--- config.mk ---
export PLATFORM = sky130hd
export DESIGN_NAME = id_ex_operand_stage
export DESIGN_NICKNAME = d
export VERILOG_FILES = /design/src/rtl/id_ex_operand_stage.sv
export SDC_FILE = /design/constraint.sdc
export NUM_CORES = 1
export LEC_CHECK = 0
export CAP_MARGIN = 20
export CELL_PAD_IN_SITES_DETAIL_PLACEMENT = 1
export CELL_PAD_IN_SITES_GLOBAL_PLACEMENT = 1
export CORE_AREA = 3 3 166 168
export DETAILED_ROUTE_END_ITERATION = 10
export DIE_AREA = 0 0 169 171
export DONT_BUFFER_PORTS = 1
export PLACE_DENSITY = 0.67
export SYNTH_ARGS = -nofsm -noshare
export SYNTH_HDL_FRONTEND = slang
export SYNTH_SLANG_ARGS = --single-unit
--- constraint.sdc ---
create_clock -name i_clk -period 2.7 [get_ports i_clk]
set_input_delay 0.27 -clock i_clk [delete_from_list [all_inputs] [get_ports i_clk]]
set_output_delay 0.27 -clock i_clk [all_outputs]
set_load 0.02 [all_outputs]
--- src/rtl/id_ex_operand_stage.sv ---
// ID/EX boundary register with per-operand forwarding and load-use stall detection.
// Operands are forwarded from EX, EX/MEM and MEM/WB; load results still in flight stall ID.
module id_ex_operand_stage #(
    parameter int unsigned XLEN   = 32,
    parameter int unsigned RAW    = 5,
    parameter int unsigned CTRL_W = 16
) (
    input  logic              i_clk,
    input  logic              i_rst,
    input  logic              i_id_valid,
    input  logic [RAW-1:0]    i_id_rs1,
    input  logic [RAW-1:0]    i_id_rs2,
    input  logic              i_id_use_rs1,
    input  logic              i_id_use_rs2,
    input  logic [RAW-1:0]    i_id_rd,
    input  logic              i_id_we_reg,
    input  logic              i_id_is_load,
    input  logic [XLEN-1:0]   i_id_imm,
    input  logic [XLEN-1:0]   i_id_pc,
    input  logic [CTRL_W-1:0] i_id_ctrl,
    input  logic [XLEN-1:0]   i_rf_rd1,
    input  logic [XLEN-1:0]   i_rf_rd2,
    input  logic [XLEN-1:0]   i_ex_alu_res,
    input  logic              i_exmem_we,
    input  logic              i_exmem_is_load,
    input  logic [RAW-1:0]    i_exmem_rd,
    input  logic [XLEN-1:0]   i_exmem_data,
    input  logic              i_memwb_we,
    input  logic [RAW-1:0]    i_memwb_rd,
    input  logic [XLEN-1:0]   i_memwb_data,
    input  logic              i_flush,
    output logic              o_stall_id,
    output logic              o_ex_valid,
    output logic [XLEN-1:0]   o_ex_rs1_val,
    output logic [XLEN-1:0]   o_ex_rs2_val,
    output logic [RAW-1:0]    o_ex_rd,
    output logic              o_ex_we_reg,
    output logic              o_ex_is_load,
    output logic [XLEN-1:0]   o_ex_imm,
    output logic [XLEN-1:0]   o_ex_pc,
    output logic [CTRL_W-1:0] o_ex_ctrl
);

    logic              r_ex_valid;
    logic [XLEN-1:0]   r_ex_rs1_val;
    logic [XLEN-1:0]   r_ex_rs2_val;
    logic [RAW-1:0]    r_ex_rd;
    logic              r_ex_we_reg;
    logic              r_ex_is_load;
    logic [XLEN-1:0]   r_ex_imm;
    logic [XLEN-1:0]   r_ex_pc;
    logic [CTRL_W-1:0] r_ex_ctrl;

    logic [XLEN-1:0]   w_op1;
    logic [XLEN-1:0]   w_op2;
    logic              w_hz1;
    logic              w_hz2;
    logic              w_stall;

    // MEM/WB must be forwarded too: the regfile has no write-through.
    always_comb begin
        w_op1 = i_rf_rd1;
        if (i_id_rs1 == '0)
            w_op1 = '0;
        else if (r_ex_valid && r_ex_we_reg && (r_ex_rd == i_id_rs1) && !r_ex_is_load)
            w_op1 = i_ex_alu_res;
        else if (i_exmem_we && (i_exmem_rd == i_id_rs1) && !i_exmem_is_load)
            w_op1 = i_exmem_data;
        else if (i_memwb_we && (i_memwb_rd == i_id_rs1))
            w_op1 = i_memwb_data;
    end

    always_comb begin
        w_op2 = i_rf_rd2;
        if (i_id_rs2 == '0)
            w_op2 = '0;
        else if (r_ex_valid && r_ex_we_reg && (r_ex_rd == i_id_rs2) && !r_ex_is_load)
            w_op2 = i_ex_alu_res;
        else if (i_exmem_we && (i_exmem_rd == i_id_rs2) && !i_exmem_is_load)
            w_op2 = i_exmem_data;
        else if (i_memwb_we && (i_memwb_rd == i_id_rs2))
            w_op2 = i_memwb_data;
    end

    // Stall depends only on registered state and ID/pipeline control, never on ex_alu_res.
    always_comb begin
        w_hz1 = i_id_valid && i_id_use_rs1 && (i_id_rs1 != '0) &&
                ((r_ex_valid && r_ex_is_load && (r_ex_rd == i_id_rs1)) ||
                 (i_exmem_we && i_exmem_is_load && (i_exmem_rd == i_id_rs1)));
        w_hz2 = i_id_valid && i_id_use_rs2 && (i_id_rs2 != '0) &&
                ((r_ex_valid && r_ex_is_load && (r_ex_rd == i_id_rs2)) ||
                 (i_exmem_we && i_exmem_is_load && (i_exmem_rd == i_id_rs2)));
        w_stall = !i_rst && !i_flush && (w_hz1 || w_hz2);
    end

    always_ff @(posedge i_clk) begin
        if (i_rst || i_flush || w_stall) begin
            r_ex_valid   <= 1'b0;
            r_ex_rs1_val <= '0;
            r_ex_rs2_val <= '0;
            r_ex_rd      <= '0;
            r_ex_we_reg  <= 1'b0;
            r_ex_is_load <= 1'b0;
            r_ex_imm     <= '0;
            r_ex_pc      <= '0;
            r_ex_ctrl    <= '0;
        end else begin
            r_ex_valid   <= i_id_valid;
            r_ex_rs1_val <= w_op1;
            r_ex_rs2_val <= w_op2;
            r_ex_rd      <= i_id_rd;
            r_ex_we_reg  <= i_id_valid && i_id_we_reg;
            r_ex_is_load <= i_id_valid && i_id_is_load;
            r_ex_imm     <= i_id_imm;
            r_ex_pc      <= i_id_pc;
            r_ex_ctrl    <= i_id_ctrl;
        end
    end

    assign o_stall_id   = w_stall;
    assign o_ex_valid   = r_ex_valid;
    assign o_ex_rs1_val = r_ex_rs1_val;
    assign o_ex_rs2_val = r_ex_rs2_val;
    assign o_ex_rd      = r_ex_rd;
    assign o_ex_we_reg  = r_ex_we_reg;
    assign o_ex_is_load = r_ex_is_load;
    assign o_ex_imm     = r_ex_imm;
    assign o_ex_pc      = r_ex_pc;
    assign o_ex_ctrl    = r_ex_ctrl;

endmodule
==> metrics list <==
- Data arrival time of the critical path: 2200 ps
* Number of flip-flops and latches in the synthesized netlist: 152
* Largest net degree at the start of global routing: 89
- The final number of hold-violating endpoints is 0.
* Core area: 0.0261 mm2
* Worst slew margin relative to its limit: 56.6%
- In this run the critical register-to-register path is launched from o_ex_rd[1].
* I/O pin cnt: 429
- Once the floorplan was initialized, standard cells occupied 29.9% of the core.
- The startpoint identified for the worst hold timing path is i_ex_alu_res[14].
- Of the total power, the share spent switching nets is 31.4%.
- STA classifies the critical path endpoint as an output port.
* Routed wire length: 35,200 um
* Final total negative setup slack: 0 ps
* Average cell area after synthesis: 8.87 um2
* Resize count post-CTS: 0
- Dividing the detail-routed wire length by the instance count gives 26.9 um.
- Switching component of the power: 1.79 mW
* Seq pwr share: 44.3%
- The post-route netlist has 15.0% of its cells at a drive strength greater than 1.
- For this run, the detailed router's first-pass iteration total came to 5.
* Count of input and output buffers: 0
* Floorplan die area: 0.0289 mm2
- Netlist area before placement: 0.00778 mm2
* Final hold slack: 28.7 ps
- Synth Flop Type: sky130_fd_sc_hd__dfxtp_1
* Overflow left after global routing: 0
- Cells after DPL: 1,150
* Maximum clock path buffer count: 2
* Number of flops mapped to enable cells by yosys: 0
- The number of antenna violations at the first check in global routing came to 9.
* Width of the chip: 169 um
* Die boundary height: 171 um
- The first global-routing pass estimated 52,000 um of wire.
- Of all flip-flops after synthesis, the portion carrying an async set or reset was 0%.
* Cell Pwr Density: 571 mW/mm2
- RSZ-0062 raised after global routing: false
* Finish-stage setup viols: 0
* Final critical path time including I/O delays and setup: 2470 ps
* Critical path origin: o_ex_rd[1]
* CTS clk-pin slew, worst paths: 80 ps
- # rows: 59
* Via density per instance: 5.63
- The path class of the tightest hold or removal check is in2reg.
- Cell internal power was estimated by the tool at 3.91 mW.
* Total non-filler cell area in the finished layout: 0.0100 mm2
* Critical path startpoint category: register
- Clock tree from TritonCTS: yes
* Fill cells: 2,948
* CTS root buf: sky130_fd_sc_hd__clkbuf_16
* Proportion of power drawn by combinational gates: 11.7%
- Routability-driven placement finished with a final weighted congestion of 0.789.
- Based on the critical path, the design can be clocked at up to 405 MHz.
- The detailed router finished its first iteration with 376 violations.
- Residual antenna-violating net count after detailed routing: 0
- Once detailed placement completed, the half-perimeter wirelength came to 22,800 um.
- Post-route fraction of the period consumed by the critical path: 91.4%
- The netlist uses 32 different library cells.
- Clock power frac: 44.0%
* Syn. warnings: 0
- The finished layout holds 1,308 standard cells, fillers aside.
- The later pin in the worst-skew pair is clocked with a latency of 430 ps.
* All-layer global routing usage: 23.4%
- Counting every instance in the synthesized netlist gives 877.
- Max H-tree Level: 4
* VDD IR-drop max: 0.419 mV
* Count of maximum capacitance violations: 0
* Worst Clk Skew: 15.2 ps
- Placed cell areas: 0.00817 mm2
* Pleak: 3.98 nW
- Post-detailed-route DRC marker count: 0
* Seq/Total Area, Yosys: 39.1%
- Across all layers, the routed design uses 7,369 vias.
* Worst Path Required: 2430 ps
- Net total in the final layout: 1,229
- The via count of the first global-routing pass was 8,110.
- Clock tree synthesis found a total of 152 sinks.
- Fin. max-slew vios: 0
* Crit Path Category: reg2out
- Growth of design area from synthesis to finish: 28.5%
* Crit Path Max Fanout: 3
- Measured slew at the worst slew-check pin: 650 ps
* Post-synthesis net count: 1,153
- Run status: finished clean
- Number of buffers created by CTS: 17
timing repair:
item                                    in CTS  in global routing
hold endpoints to repair                   147                  1
endpoints found under the setup margin       0                  0
buffers inserted                             0                  0
hold buffers                               118                  1
final cells by class:
type                    count  area [um2]  area share (%)
multi-input cells         547        4040            40.4
flip-flops and latches    152        3040            30.4
repair buffers            147        1530            15.3
clock buffers              17         425            4.25
well taps                 335         419            4.19
inverters                  88         330            3.30
clock inverters            15         196            1.96
diodes                      7        17.5           0.175
layer usage:
metal / global-route usage, % / part of all wire, % / vias up
met5: 0 / 0.14 / -
met4: 8.72 / 2.6 / 8
met3: 7.56 / 7.9 / 79
met2: 41.7 / 51 / 359
met1: 26.2 / 38 / 3644
li1: - / - / 3279
logic make-up (layout without fill, tap and decap cells):
group / after synthesis / count (layout) / synth area share (%)
other: 0 / 7 / 0
AOI/OAI and AO/OA: 196 / 196 / 20.0
xor gates and xnor gates: 30 / 30 / 3.38
DFF: 152 / 152 / 39.1
buffers and inverters: 178 / 267 / 9.54
and+or+nand+nor: 321 / 321 / 28.0
path summary, 6_finish.rpt:
check                endpoint  depth (start not counted)  slack (ps)
max reg2reg      o_ex_ctrl[5]                          7         420
min          o_ex_rs2_val[14]                          2          30
max                o_stall_id                          5         230
min reg2reg   o_ex_rs2_val[4]                          6        1070
power groups by stage:
stage / registers, mW / logic, mW / clock network [mW]
2_1_floorplan: 2.54 / 0.362 / 0
3_3_place_gp: 2.58 / 0.495 / 0
3_5_place_dp: 2.58 / 0.507 / 0
4_1_cts: 2.52 / 0.659 / 2.57
5_1_grt: 2.53 / 0.724 / 2.67
6_report: 2.52 / 0.669 / 2.51
layout by cell type, fill, tap and decap left out, types with 7 or more instances in the layout:
master / count
sky130_fd_sc_hd__nand2_1: 72
sky130_fd_sc_hd__a211oi_1: 64
sky130_fd_sc_hd__and3_1: 64
sky130_fd_sc_hd__clkinv_8: 7
sky130_fd_sc_hd__clkbuf_16: 17
sky130_fd_sc_hd__dlygate4sd3_1: 119
sky130_fd_sc_hd__nor3_2: 72
sky130_fd_sc_hd__nor3_1: 20
sky130_fd_sc_hd__diode_2: 7
sky130_fd_sc_hd__nand3b_1: 65
sky130_fd_sc_hd__xnor2_1: 7
sky130_fd_sc_hd__o311ai_1: 17
sky130_fd_sc_hd__o311ai_0: 47
sky130_fd_sc_hd__dfxtp_1: 152
sky130_fd_sc_hd__a21boi_0: 64
sky130_fd_sc_hd__buf_12: 10
sky130_fd_sc_hd__inv_1: 88
sky130_fd_sc_hd__buf_4: 18
sky130_fd_sc_hd__xor2_1: 23
metrics by stage:
step / total power, mW / utilization, % / setup WS (ps)
CTS: 5.75 / 38.3 / 228
finish: 5.70 / 38.4 / 233
global route: 5.93 / 38.3 / 91.3
detailed placement: 3.08 / 31.3 / 483
floorplan: 2.91 / - / 726
global placement: 3.07 / 31.3 / 555
cell usage after synthesis, types with 8 or more instances:
cell                       instances  share of area [%]
sky130_fd_sc_hd__o311ai_0         47                5.3
sky130_fd_sc_hd__nand3b_1         65                6.3
sky130_fd_sc_hd__nor3_1           22                1.4
sky130_fd_sc_hd__clkbuf_1         59                2.8
sky130_fd_sc_hd__nand2_1          73                3.5
sky130_fd_sc_hd__xor2_1           23                2.6
sky130_fd_sc_hd__buf_1            12               0.58
sky130_fd_sc_hd__o311ai_1         17                1.9
sky130_fd_sc_hd__a211oi_1         64                6.2
sky130_fd_sc_hd__nor3_2           73                9.4
sky130_fd_sc_hd__inv_1            88                4.2
sky130_fd_sc_hd__buf_2            11               0.71
sky130_fd_sc_hd__and3_1           65                5.2
sky130_fd_sc_hd__a21boi_0         64                6.2
sky130_fd_sc_hd__buf_6             8                1.2
sky130_fd_sc_hd__dfxtp_1         152                 39
critical path, stage by stage, from the launching register on:
cell and delay [ps]:
sky130_fd_sc_hd__dfxtp_1 550, sky130_fd_sc_hd__xnor2_1 160, sky130_fd_sc_hd__nand3_1 160, sky130_fd_sc_hd__nor4_1 280
sky130_fd_sc_hd__nand3b_1 290, sky130_fd_sc_hd__o21a_1 320
Power figures use the tool's default switching activity.
